===== config.mk =====
export PLATFORM = sky130hd
export DESIGN_NAME = ifu_prefetch
export DESIGN_NICKNAME = d
export VERILOG_FILES = /design/src/rtl/ifu_pkg.sv /design/src/rtl/ifu_fifo.sv /design/src/rtl/ifu_prefetch.sv
export SDC_FILE = /design/constraint.sdc
export NUM_CORES = 1
export LEC_CHECK = 0
export ABC_CLOCK_PERIOD_IN_PS = 6100
export CORE_ASPECT_RATIO = 0.7
export CORE_MARGIN = 1.5
export CORE_UTILIZATION = 45
export DETAILED_ROUTE_END_ITERATION = 8
export PLACE_DENSITY = 0.65
export SYNTH_ARGS = -nofsm -noshare
export SYNTH_HDL_FRONTEND = slang
export SYNTH_SLANG_ARGS = --single-unit

===== constraint.sdc =====
create_clock -name clk -period 6.1 [get_ports clk]
set_input_delay 1.22 -clock clk [delete_from_list [all_inputs] [get_ports clk]]
set_output_delay 1.22 -clock clk [all_outputs]
set_load 0.01 [all_outputs]

===== src/rtl/ifu_pkg.sv =====
// Shared constants and types for the instruction-fetch prefetch unit.
package ifu_pkg;

  localparam int INST_W  = 32;
  localparam int PC_STEP = 4;

  typedef enum logic [1:0] {
    IDLE,
    RUN,
    HALTED
  } fetch_state_t;

  // Width of a counter that must hold 0..depth inclusive.
  function automatic int cnt_w(input int depth);
    return $clog2(depth + 1);
  endfunction

endpackage


===== src/rtl/ifu_fifo.sv =====
// Synchronous FIFO with flush and occupancy count.
// The head entry is read straight from storage flops, so a push is visible
// at dout_o on the following cycle. A push into a full FIFO is accepted
// when a pop happens in the same cycle.
module ifu_fifo #(
  parameter type T        = logic [31:0],
  parameter int  DEPTH    = 4,
  localparam int AW       = $clog2(DEPTH),
  localparam int CW       = $clog2(DEPTH + 1)
) (
  input  logic          clk,
  input  logic          rst_n,
  input  logic          flush_i,
  input  logic          push_i,
  input  T              din_i,
  input  logic          pop_i,
  output T              dout_o,
  output logic          empty_o,
  output logic          full_o,
  output logic [CW-1:0] count_o
);

  T              mem_q [DEPTH];
  T              mem_d [DEPTH];
  logic [AW-1:0] wr_ptr_q, wr_ptr_d;
  logic [AW-1:0] rd_ptr_q, rd_ptr_d;
  logic [CW-1:0] count_q, count_d;
  logic          do_push, do_pop;

  assign empty_o = (count_q == '0);
  assign full_o  = (count_q == CW'(DEPTH));
  assign count_o = count_q;
  assign dout_o  = mem_q[rd_ptr_q];
  assign do_pop  = pop_i & ~empty_o;
  assign do_push = push_i & (~full_o | do_pop);

  // Next-state: flush wins over push/pop; otherwise update pointers and count.
  always_comb begin
    mem_d    = mem_q;
    wr_ptr_d = wr_ptr_q;
    rd_ptr_d = rd_ptr_q;
    count_d  = count_q;
    if (flush_i) begin
      wr_ptr_d = '0;
      rd_ptr_d = '0;
      count_d  = '0;
    end else begin
      if (do_push) begin
        mem_d[wr_ptr_q] = din_i;
        wr_ptr_d        = wr_ptr_q + AW'(1);
      end
      if (do_pop) rd_ptr_d = rd_ptr_q + AW'(1);
      count_d = count_q + CW'(do_push) - CW'(do_pop);
    end
  end

  // Storage and pointer registers; storage is cleared so the head reads 0 out of reset.
  always_ff @(posedge clk or negedge rst_n) begin
    if (!rst_n) begin
      for (int i = 0; i < DEPTH; i++) mem_q[i] <= '0;
      wr_ptr_q <= '0;
      rd_ptr_q <= '0;
      count_q  <= '0;
    end else begin
      mem_q    <= mem_d;
      wr_ptr_q <= wr_ptr_d;
      rd_ptr_q <= rd_ptr_d;
      count_q  <= count_d;
    end
  end

endmodule


===== src/rtl/ifu_prefetch.sv =====
// Instruction prefetch unit: owns the PC, issues in-order imem fetches under
// a credit limit, buffers responses in a FIFO and hands {inst, pc} to decode.
// Supports redirect (flush + restart) and halt.
module ifu_prefetch
  import ifu_pkg::*;
#(
  parameter int              XLEN     = 32,
  parameter int              DEPTH    = 4,
  parameter logic [XLEN-1:0] RESET_PC = '0
) (
  input  logic              clk,
  input  logic              rst_n,
  input  logic              halt_i,
  input  logic              redirect_valid_i,
  input  logic [XLEN-1:0]   redirect_pc_i,
  output logic              imem_req_valid_o,
  input  logic              imem_req_ready_i,
  output logic [XLEN-1:0]   imem_req_addr_o,
  input  logic              imem_rsp_valid_i,
  input  logic [INST_W-1:0] imem_rsp_data_i,
  output logic              inst_valid_o,
  input  logic              inst_ready_i,
  output logic [INST_W-1:0] inst_o,
  output logic [XLEN-1:0]   inst_pc_o
);

  localparam int CW = cnt_w(DEPTH);

  typedef struct packed {
    logic [INST_W-1:0] inst;
    logic [XLEN-1:0]   pc;
  } fetch_entry_t;

  fetch_state_t    state_q, state_d;
  logic [XLEN-1:0] fetch_pc_q, fetch_pc_d;
  logic [XLEN-1:0] rsp_pc_q, rsp_pc_d;
  logic [XLEN-1:0] req_addr_q, req_addr_d;
  logic [CW-1:0]   outstanding_q, outstanding_d;
  logic [CW-1:0]   discard_q, discard_d;
  // pending: request offered but not yet accepted; stale: that request predates a redirect
  logic            pending_q, pending_d;
  logic            stale_q, stale_d;

  logic            req_valid, accept, rsp_ok, push, pop, credit_ok;
  logic [XLEN-1:0] req_addr, redir_pc;
  logic [CW:0]     credit_used;
  logic [CW-1:0]   fifo_count;
  logic            fifo_empty, fifo_full;
  fetch_entry_t    fifo_head;
  logic            unused_pc_lsbs;

  assign redir_pc       = {redirect_pc_i[XLEN-1:2], 2'b00};
  assign unused_pc_lsbs = ^redirect_pc_i[1:0];
  assign credit_used    = {1'b0, fifo_count} + {1'b0, outstanding_q};
  assign credit_ok      = credit_used < (CW+1)'(DEPTH);

  // FSM next state, issue/credit logic and counter/PC bookkeeping.
  always_comb begin
    state_d       = state_q;
    fetch_pc_d    = fetch_pc_q;
    rsp_pc_d      = rsp_pc_q;
    outstanding_d = outstanding_q;
    discard_d     = discard_q;

    // A held request stays valid and stable regardless of halt or redirect.
    req_valid  = pending_q | ((state_q == RUN) & ~halt_i & credit_ok);
    req_addr   = pending_q ? req_addr_q : fetch_pc_q;
    accept     = req_valid & imem_req_ready_i;
    pending_d  = req_valid & ~imem_req_ready_i;
    req_addr_d = req_addr;
    stale_d    = pending_d & (redirect_valid_i | stale_q);

    // Responses with nothing outstanding are ignored (flagged by assertion).
    rsp_ok = imem_rsp_valid_i & (outstanding_q != '0);
    push   = rsp_ok & (discard_q == '0) & ~redirect_valid_i;
    pop    = ~fifo_empty & inst_ready_i;

    outstanding_d = outstanding_q + CW'(accept) - CW'(rsp_ok);

    if (redirect_valid_i) begin
      // Everything already issued, plus a held request, belongs to the old stream.
      discard_d  = outstanding_d + CW'(pending_d);
      fetch_pc_d = redir_pc;
      rsp_pc_d   = redir_pc;
    end else begin
      if (rsp_ok && discard_q != '0) discard_d = discard_q - CW'(1);
      // Accepting a held pre-redirect request must not advance the new PC.
      if (accept && !stale_q) fetch_pc_d = fetch_pc_q + XLEN'(PC_STEP);
      if (push) rsp_pc_d = rsp_pc_q + XLEN'(PC_STEP);
    end

    unique case (state_q)
      IDLE:    state_d = RUN;
      RUN:     if (halt_i && !pending_d) state_d = HALTED;
      HALTED:  if (!halt_i) state_d = RUN;
      default: state_d = IDLE;
    endcase
  end

  // State registers.
  always_ff @(posedge clk or negedge rst_n) begin
    if (!rst_n) begin
      state_q       <= IDLE;
      fetch_pc_q    <= RESET_PC;
      rsp_pc_q      <= RESET_PC;
      req_addr_q    <= RESET_PC;
      outstanding_q <= '0;
      discard_q     <= '0;
      pending_q     <= 1'b0;
      stale_q       <= 1'b0;
    end else begin
      state_q       <= state_d;
      fetch_pc_q    <= fetch_pc_d;
      rsp_pc_q      <= rsp_pc_d;
      req_addr_q    <= req_addr_d;
      outstanding_q <= outstanding_d;
      discard_q     <= discard_d;
      pending_q     <= pending_d;
      stale_q       <= stale_d;
    end
  end

  ifu_fifo #(
    .T     (fetch_entry_t),
    .DEPTH (DEPTH)
  ) u_fifo (
    .clk     (clk),
    .rst_n   (rst_n),
    .flush_i (redirect_valid_i),
    .push_i  (push),
    .din_i   ('{inst: imem_rsp_data_i, pc: rsp_pc_q}),
    .pop_i   (pop),
    .dout_o  (fifo_head),
    .empty_o (fifo_empty),
    .full_o  (fifo_full),
    .count_o (fifo_count)
  );

  assign imem_req_valid_o = req_valid;
  assign imem_req_addr_o  = req_addr;
  assign inst_valid_o     = ~fifo_empty;
  assign inst_o           = fifo_head.inst;
  assign inst_pc_o        = fifo_head.pc;

  // Protocol checks: stray imem response, and FIFO overflow despite the credit limit.
  always @(posedge clk) begin
    if (rst_n) begin
      assert (!(imem_rsp_valid_i && outstanding_q == '0));
      assert (!(push && fifo_full && !pop));
    end
  end

endmodule


==> results_dict.tcl, run 1 <==
set metrics [dict create \
    grt_max_degree 121 \
    syn_area_per_cell_um2 13.6 \
    startpoint_type "input port" \
    p_seq_frac 0.402 \
    crit_required_ns 4.88 \
    grt_pass1_wl_um 64000 \
    avgViaCountPerCell 5.87 \
    async_reset_ff_frac 1.00 \
    place_congestion 0.857 \
    setup_viol 0 \
    dp_cells 1834 \
    hold_viol_final 0 \
    synth_compound_area_frac 0.0529 \
    run_status "finished clean" \
    drtIter0Drc 901 \
    clockBufferDepth 3 \
    cpMostUsedCell "clkdlybuf4s50_1" \
    finalClockSkew_ns 0.0290 \
    postCtsSetupRepairBufs 0 \
    post-route-util 0.540 \
    cts_root_buffer "clkbuf_16" \
    dpl_cell_area_um2 19000 \
    tns_ns 0 \
    nNetsFinal 1473 \
    rr_worst_depth 11 \
    postCtsHoldBufs 0 \
    fmaxAchievable_mhz 229 \
    path_max_fanout 18 \
    grt_pass1_vias 11200 \
    r2r-end "discard_q[1]$_DFFE_PN0P_" \
    rrSetupSlack_ns 2.74 \
    slowest_delay_ns 0.67 \
    wl_per_cell_um 20.8 \
    syn_area_um2 17200 \
    start_util 0.459 \
    dr.pass1.iters 5 \
    holdPathStages 1 \
    crit_slowest_cell "clkdlybuf4s50_1" \
    synth.area.mux_share 0.272 \
    syn2layout_area_growth_pct 17.6 \
    vias 11100 \
    fin_hold_ws_ns 0.493 \
    ys_seq_area_frac 0.520 \
    drive_above_1_share 0.308 \
    htreeDepth 2 \
    synth_cell_types 66 \
    r2r-start "u_fifo.count_o[1]$_DFF_PN0_" \
    fp-row-count 59 \
    antenna_found_initial 0 \
    core_um2 37400 \
    min_from "req_addr_q[30]$_DFF_PN0_" \
    syn_inst 1260 \
    crit_path_end_kind "output port" \
    insertion_delay_ns 0.53 \
    fin_crit_ns 4.37 \
    drc 0 \
    dp_slack_ns 1.73 \
    synth_flop_cell "dfrtp_1" \
    cts_buffers 36 \
    final_area_um2 20200 \
    p_switching_mw 2.42 \
    min_to "req_addr_q[30]$_DFF_PN0_" \
    track_usage 0.203 \
    fin_cells 1900 \
    peakVddDrop_v 0.000257 \
    p_per_area_nw_per_um2 400 \
    worst_slew_pin_slew_ns 1.14 \
    cts.sinks 357 \
    drv_slew 0 \
    p_int_mw 5.67 \
    period_share 0.716 \
    synthAdderAreaFrac 0.0140 \
    p_clk_frac 0.278 \
    synth-simple-area-share 0.0944 \
    postRouteWirelength_um 39600 \
    synth-xor-area-share 0.00815 \
    cap_violations 0 \
    p_comb_frac 0.321 \
    die_y_um 167 \
    critPathArrivalTime_ns 3.15 \
    setup_ws_ns 1.73 \
    dp_hpwl_um 24800 \
    post_cts_resized 0 \
    ys_seq_elements 357 \
    overflow 0 \
    leakagePower_nw 8.94 \
    ios 169 \
    fp.dieW_um 237 \
    diodes 0 \
    switching_share 0.299 \
    cts_tree "built" \
    port_buffers 164 \
    slew_headroom 0.237 \
    clkTransAtPathRegs_ns 0.06 \
    die_area_um2 39400 \
    critical_path_class "in -> out" \
    finalPower_mw 8.09 \
    hold_class "reg -> reg" \
    rsz0062_at_grt "false" \
    path_cells "clkdlybuf4s50_1 > nor4b_1 > a21oi_2 > clkinv_1 > clkdlybuf4s50_1" \
    ant_nets 0 \
    synth_edf_count 0 \
    synth_top_family_by_area "multiplexers" \
    ys_warn_count 0 \
]
==> worst max-delay path by stage <==
stage / from / to / slack (ns) / cells past startpoint
finish: halt_i / imem_req_valid_o / 1.73 / 5
global route: u_fifo.rd_ptr_q[0]$_DFFE_PN0P_ / inst_pc_o[4] / 1.58 / 3
CTS: u_fifo.rd_ptr_q[0]$_DFFE_PN0P_ / inst_pc_o[4] / 1.70 / 3
detailed placement: imem_rsp_valid_i / u_fifo.mem_q[99]$_DFFE_PN0P_ / 1.73 / 5
global placement: halt_i / imem_req_valid_o / 1.78 / 5
floorplan: halt_i / discard_q[1]$_DFFE_PN0P_ / 2.29 / 11
==> Yosys cell counts (3+ instances only) <==
master     instances  share of area
nand3_1           26         0.0076
mux2i_1            3         0.0017
a31oi_1           12         0.0044
nor3b_1            3         0.0013
ha_1              16          0.012
mux4_2            62          0.081
mux2_2           230           0.15
or4_1             13         0.0057
o2bb2ai_1          3         0.0015
nor3_1            24         0.0070
nor4_1            32          0.012
o31a_1             3         0.0015
xnor2_1           14         0.0071
and2_1             3         0.0011
buf_1              9         0.0020
nor2_1            54          0.012
dfrtp_1          357           0.52
clkbuf_1          44         0.0096
a211o_1            5         0.0025
or3_1              4         0.0015
o311ai_0           6         0.0031
a211oi_1          34          0.015
o21a_1             3         0.0013
nor2b_1           11         0.0040
nand2b_1          10         0.0036
mux2_4            44          0.038
a311oi_1           9         0.0046
nand2_1           33         0.0072
buf_2             14         0.0041
nand4_1           27         0.0098
nand2_4            4         0.0026
a21oi_1            9         0.0026
inv_1             24         0.0052
and3_1             6         0.0022
o31ai_1           16         0.0070
buf_6             24          0.016
o21ai_0           17         0.0049
and4_1            15         0.0076
nor4b_1            3         0.0015
==> critical path, delay by kind of cell <==
kind	cells	cell delay (ns)
buf+inv	3	1.69
compound gates	1	0.14
simple gates	1	0.08
==> placed cells by master, fill, tap and decap left out, drive strengths merged, types with 10 or more instances in the layout <==
| cell | n |
|---|---|
| dfrtp | 357 |
| mux2 | 274 |
| clkdlybuf4s50 | 162 |
| mux4 | 62 |
| nor2 | 54 |
| clkbuf | 54 |
| nand2 | 37 |
| a211oi | 34 |
| nor4 | 33 |
| nand4 | 27 |
| nand3 | 27 |
| inv | 27 |
| nor3 | 25 |
| buf | 18 |
| o21ai | 17 |
| o31ai | 16 |
| ha | 16 |
| and4 | 15 |
| or4 | 15 |
| xnor2 | 14 |
| a31oi | 12 |
| nor2b | 11 |
| nand2b | 10 |
| a21oi | 10 |
==> sequential cells by signal, summed over array words and instances (netlist names) <==
register,count
outstanding_q,3
discard_q,3
u_fifo.count_o,3
req_addr_q,32
u_fifo.mem_q,248
fetch_pc_q,30
u_fifo.rd_ptr_q,2
rsp_pc_q,30
pending_q,1
stale_q,1
u_fifo.wr_ptr_q,2
state_q,2
==> final cells by class <==
| cell class | count | area (um^2) |
|---|---|---|
| timing repair buffer | 180 | 1770 |
| multi-input combinational | 783 | 7600 |
| inverter | 26 | 97.6 |
| sequential | 357 | 8940 |
| clock buffer | 54 | 1100 |
| clock inverter | 12 | 95.1 |
| tap | 488 | 611 |
| fill | 3111 | 17200 |
==> power by group through the flow <==
stage                     combinational, mW  clock, mW  sequential [mW]
after floorplan                        1.66          0             3.06
after global placement                 2.57          0             3.26
after detailed placement               2.61          0             3.28
after CTS                              2.62       2.31             3.25
after global routing                   2.78       2.42             3.32
final                                  2.59       2.24             3.25
==> cells by family after synthesis <==
family                     after synthesis
AOI/OAI and AO/OA                      126
xor gates and xnor gates                16
buffers and inverters                  121
other                                    1
muxes                                  339
adders and majority gates               18
and+or+nand+nor                        282
DFF                                    357
==> routing by layer <==
| layer | vias to the layer above | track usage | wire length [um] |
|---|---|---|---|
| met1 | 5808 | 0.305 | 19000 |
| met4 | 0 | 0.0493 | 638 |
| met2 | 295 | 0.302 | 17800 |
| li1 | 4991 | - | - |
| met5 | - | 0 | 0 |
| met3 | 52 | 0.0408 | 2170 |
Power figures use the tool's default switching activity.
==> run 2, diff against run 1 <==
ABC_CLOCK_PERIOD_IN_PS = 3570   (was 6100)
PLACE_DENSITY = 0.68   (was 0.65)
clock period = 3.57 ns   (was 6.1 ns; I/O delays follow)
==> results_dict.tcl, run 2 (synthesized netlist as in run 1, its figures left out) <==
set metrics [dict create \
    run_status "finished clean" \
    dr.pass1.iters 5 \
    fill_cells 3087 \
    core_um2 37400 \
    rrSetupSlack_ns 0.45 \
    die_area_um2 39400 \
    path_cells "ha_1 > nor4b_1 > a21oi_2 > clkinv_1 > buf_4 > clkdlybuf4s50_1" \
    seqCellArea_um2 8940 \
    setup_viol 0 \
    layout_common_cells "dfrtp_1, mux2_2, clkdlybuf4s50_1" \
    drive_above_1_share 0.315 \
    overflow 0 \
    cts.sinks 357 \
    finalClockSkew_ns 0.0254 \
    rr_worst_depth 11 \
    cts_buffers 37 \
    p_per_area_nw_per_um2 678 \
    r2r-end "discard_q[1]$_DFFE_PN0P_" \
    wl_per_cell_um 20.8 \
    grt_max_degree 96 \
    drv_slew 0 \
    critical_path_class "reg -> out" \
    leakagePower_nw 9.09 \
    htreeDepth 2 \
    drc 0 \
    postRouteWirelength_um 40000 \
    crit_path_end_kind "output port" \
    antenna_found_initial 0 \
    clkTransAtPathRegs_ns 0.06 \
    cts_root_buffer "clkbuf_16" \
    port_buffers 164 \
    crit_required_ns 2.86 \
    cap_violations 0 \
    slowest_delay_ns 0.58 \
    dpl_cell_area_um2 19300 \
    post_cts_resized 0 \
    grt_pass1_vias 11500 \
    peakVddDrop_v 0.000366 \
    nNetsFinal 1498 \
    avgViaCountPerCell 5.84 \
    path_max_fanout 17 \
    hold_viol_final 0 \
    slew_headroom 0.361 \
    fp-row-count 59 \
    period_share 0.966 \
    die_y_um 167 \
    regMostFlops "u_fifo.mem_q" \
    syn2layout_area_growth_pct 19.3 \
    rsz0062_at_grt "false" \
    postCtsHoldBufs 0 \
    clockBufferDepth 3 \
    startpoint_type "flop" \
    ios 169 \
    dp_hpwl_um 26100 \
    fp.dieW_um 237 \
    final_area_um2 20500 \
    layout_commonest_cell "dfrtp_1" \
    cts_tree "built" \
    setup_ws_ns 0.123 \
    dp_slack_ns 0.134 \
    vias 11200 \
    r2r-start "outstanding_q[2]$_DFF_PN0_" \
    start_util 0.459 \
    ant_nets 0 \
    track_usage 0.207 \
    drtIter0Drc 1130 \
    worst_slew_pin_slew_ns 0.950 \
    critPathArrivalTime_ns 2.73 \
    fmaxAchievable_mhz 290 \
    fin_crit_ns 3.45 \
    top_regs "u_fifo.mem_q x248, req_addr_q x32" \
    insertion_delay_ns 0.54 \
    postCtsSetupRepairBufs 0 \
    tns_ns 0 \
    largest_register_ffs 248 \
    hold_class "in -> async" \
    multi_input_area_um2 7600 \
    grt_pass1_wl_um 64900 \
    place_congestion 0.866 \
    crit_slowest_cell "clkdlybuf4s50_1" \
]
run 2: metal layers:
layer / GRT usage / routed length (um)
met2: 0.315 / 18400
met5: 0 / 0
met3: 0.0307 / 1780
met1: 0.309 / 19100
met4: 0.0524 / 773
run 2: worst max path at each step:
stage | start | end | slack (ns)
CTS | outstanding_q[2]$_DFF_PN0_ | imem_req_valid_o | 0.14
finish | outstanding_q[2]$_DFF_PN0_ | imem_req_valid_o | 0.12
global route | outstanding_q[2]$_DFF_PN0_ | imem_req_valid_o | 0.009
global placement | halt_i | discard_q[1]$_DFFE_PN0P_ | 0.21
detailed placement | halt_i | discard_q[1]$_DFFE_PN0P_ | 0.13
floorplan | outstanding_q[2]$_DFF_PN0_ | discard_q[1]$_DFFE_PN0P_ | 0.23
run 2: stage by stage:
step	power (mW)	cells	hold slack, ns	utilization
detailed placement	10.2	1858	0.473	0.517
CTS	14.1	1921	0.257	0.548
global placement	10.0	1858	0.471	0.517
floorplan	8.07	1261	0.418	-
finish	13.9	1922	0.227	0.548
global route	14.6	1921	0.271	0.548
run 2: power by group:
| group | switching [mW] | leakage, nW | internal (mW) |
|---|---|---|---|
| registers | 0.570 | 4.65 | 4.87 |
| clock network | 1.59 | 0.572 | 2.21 |
| logic | 1.97 | 3.86 | 2.69 |
run 2: final cells by class:
class,instances,area share
multi-input combinational,783,0.371
antenna,1,0.000122
clock buffer,51,0.0497
clock inverter,12,0.00708
timing repair buffer,204,0.102
inverter,26,0.00476
sequential,357,0.436
tap,488,0.0298
run 2: critical path: cells and delay by family, from the launching register on:
family / cells / cell delay, ns
buffers and inverters: 3 / 0.90
flip-flops: 1 / 0.43
AND/OR/NAND/NOR: 1 / 0.42
adder cells (fa/ha/maj): 1 / 0.33
AO/OA/AOI/OAI: 1 / 0.11
==> run 3, diff against run 2 <==
ABC_CLOCK_PERIOD_IN_PS = unset   (was 3570)
CELL_PAD_IN_SITES_DETAIL_PLACEMENT = 1   (was unset)
CELL_PAD_IN_SITES_GLOBAL_PLACEMENT = 2   (was unset)
CORE_UTILIZATION = 37   (was 45)
PLACE_DENSITY = unset   (was 0.68)
PLACE_DENSITY_LB_ADDON = 0.1   (was unset)
==> results_dict.tcl, run 3 (synthesized netlist as in run 1, its figures left out) <==
set metrics [dict create \
    wl_per_cell_um 21.5 \
    path_cells "ha_1 > nor4b_1 > a21oi_2 > clkinv_1 > buf_4 > clkdlybuf4s50_1" \
    top_regs "u_fifo.mem_q x248, req_addr_q x32" \
    drtIter0Drc 460 \
    finalClockSkew_ns 0.0187 \
    syn2layout_area_growth_pct 21.7 \
    diodes 0 \
    finalPower_mw 14.5 \
    rsz0062_at_grt "false" \
    cp_num_buf_inv 3 \
    startpoint_type "flop" \
    ant_nets 0 \
    drc 0 \
    fmaxAchievable_mhz 295 \
    vias 11100 \
    seqCellArea_um2 8940 \
    fp-row-count 65 \
    core_um2 45500 \
    worst_slew_pin_slew_ns 0.949 \
    clockBufferDepth 3 \
    layout_common_cells "dfrtp_1, mux2_2, clkdlybuf4s50_1" \
    slew_headroom 0.362 \
    rr_worst_depth 11 \
    cts_buffers 39 \
    die_area_um2 47800 \
    critPathArrivalTime_ns 2.67 \
    run_status "finished clean" \
    antenna_found_initial 0 \
    grt_max_degree 75 \
    peakVddDrop_v 0.000493 \
    met1_usage 0.281 \
    crit_path_end_kind "output port" \
    crit_slowest_cell "clkdlybuf4s50_1" \
    use_met3 0.0290 \
    setup_viol 0 \
    setup_ws_ns 0.185 \
    dp_hpwl_um 29200 \
    final_area_um2 20900 \
    postCtsHoldBufs 0 \
    overflow 0 \
    path_max_fanout 17 \
    place_congestion 0.773 \
    period_share 0.948 \
    track_usage 0.190 \
    r2r-end "discard_q[1]$_DFFE_PN0P_" \
    layout_commonest_cell "dfrtp_1" \
    post_cts_resized 0 \
    grt_pass1_vias 12100 \
    largest_register_ffs 248 \
    cts_tree "built" \
    clkTransAtPathRegs_ns 0.06 \
    top_usage_layer "met2" \
    cts_root_buffer "clkbuf_16" \
    use_met2 0.297 \
    hold_viol_final 0 \
    tns_ns 0 \
    cap_violations 0 \
    die_y_um 183 \
    dp_slack_ns 0.156 \
    hold_class "in -> async" \
    postCtsSetupRepairBufs 0 \
    avgViaCountPerCell 5.45 \
    leakagePower_nw 9.22 \
    start_util 0.378 \
    crit_required_ns 2.86 \
    htreeDepth 2 \
    fill_cells 4585 \
    slowest_delay_ns 0.59 \
    postRouteWirelength_um 43900 \
    r2r-start "outstanding_q[2]$_DFF_PN0_" \
    p_per_area_nw_per_um2 692 \
    insertion_delay_ns 0.54 \
    ios 169 \
    dpl_cell_area_um2 19500 \
    fin_crit_ns 3.39 \
    fp.dieW_um 261 \
    drive_above_1_share 0.323 \
    multi_input_area_um2 7610 \
    crit_family "buffers and inverters" \
    drv_slew 0 \
    regMostFlops "u_fifo.mem_q" \
    grt_pass1_wl_um 71100 \
    port_buffers 164 \
    nNetsFinal 1500 \
    dr.pass1.iters 4 \
    rrSetupSlack_ns 0.56 \
    cts.sinks 357 \
    critical_path_class "reg -> out" \
]
run 3: power by group:
| group | switching (mW) | leakage (nW) | internal, mW |
|---|---|---|---|
| Sequential | 0.618 | 4.65 | 4.86 |
| Clock | 1.69 | 0.682 | 2.67 |
| Combinational | 1.94 | 3.88 | 2.69 |
| Total | 4.24 | 9.22 | 10.2 |
run 3: final cells by class:
class / count / share of cell area
multi-input cells: 783 / 0.364
clock inverters: 15 / 0.0111
repair buffers: 204 / 0.103
inverters: 26 / 0.00467
well taps: 603 / 0.0361
flip-flops and latches: 357 / 0.427
clock buffers: 52 / 0.0544
run 3: through the flow:
step                cells  hold slack [ns]  utilization
floorplan            1261            0.418            -
global placement     1973            0.472        0.430
detailed placement   1973            0.478        0.430
CTS                  2040            0.177        0.460
global route         2040            0.183        0.460
finish               2040            0.158        0.460
run 3: how the worst max path moves through the flow:
stage / start / endpoint / cells past startpoint
4_1_cts: u_fifo.count_o[1]$_DFF_PN0_ / imem_req_valid_o / 6
3_3_place_gp: halt_i / discard_q[1]$_DFFE_PN0P_ / 11
6_report: outstanding_q[2]$_DFF_PN0_ / imem_req_valid_o / 6
3_5_place_dp: halt_i / discard_q[1]$_DFFE_PN0P_ / 11
5_1_grt: outstanding_q[2]$_DFF_PN0_ / imem_req_valid_o / 6
2_1_floorplan: outstanding_q[2]$_DFF_PN0_ / discard_q[1]$_DFFE_PN0P_ / 12
run 3: layer usage:
metal  part of all wire  routed length (um)  vias to the layer above
li1                   -                   -                     5044
met1               0.49               21400                     5895
met2               0.46               20300                      132
met3              0.036                1570                       48
met4              0.015                 678                        0
met5                  0                   0                        -
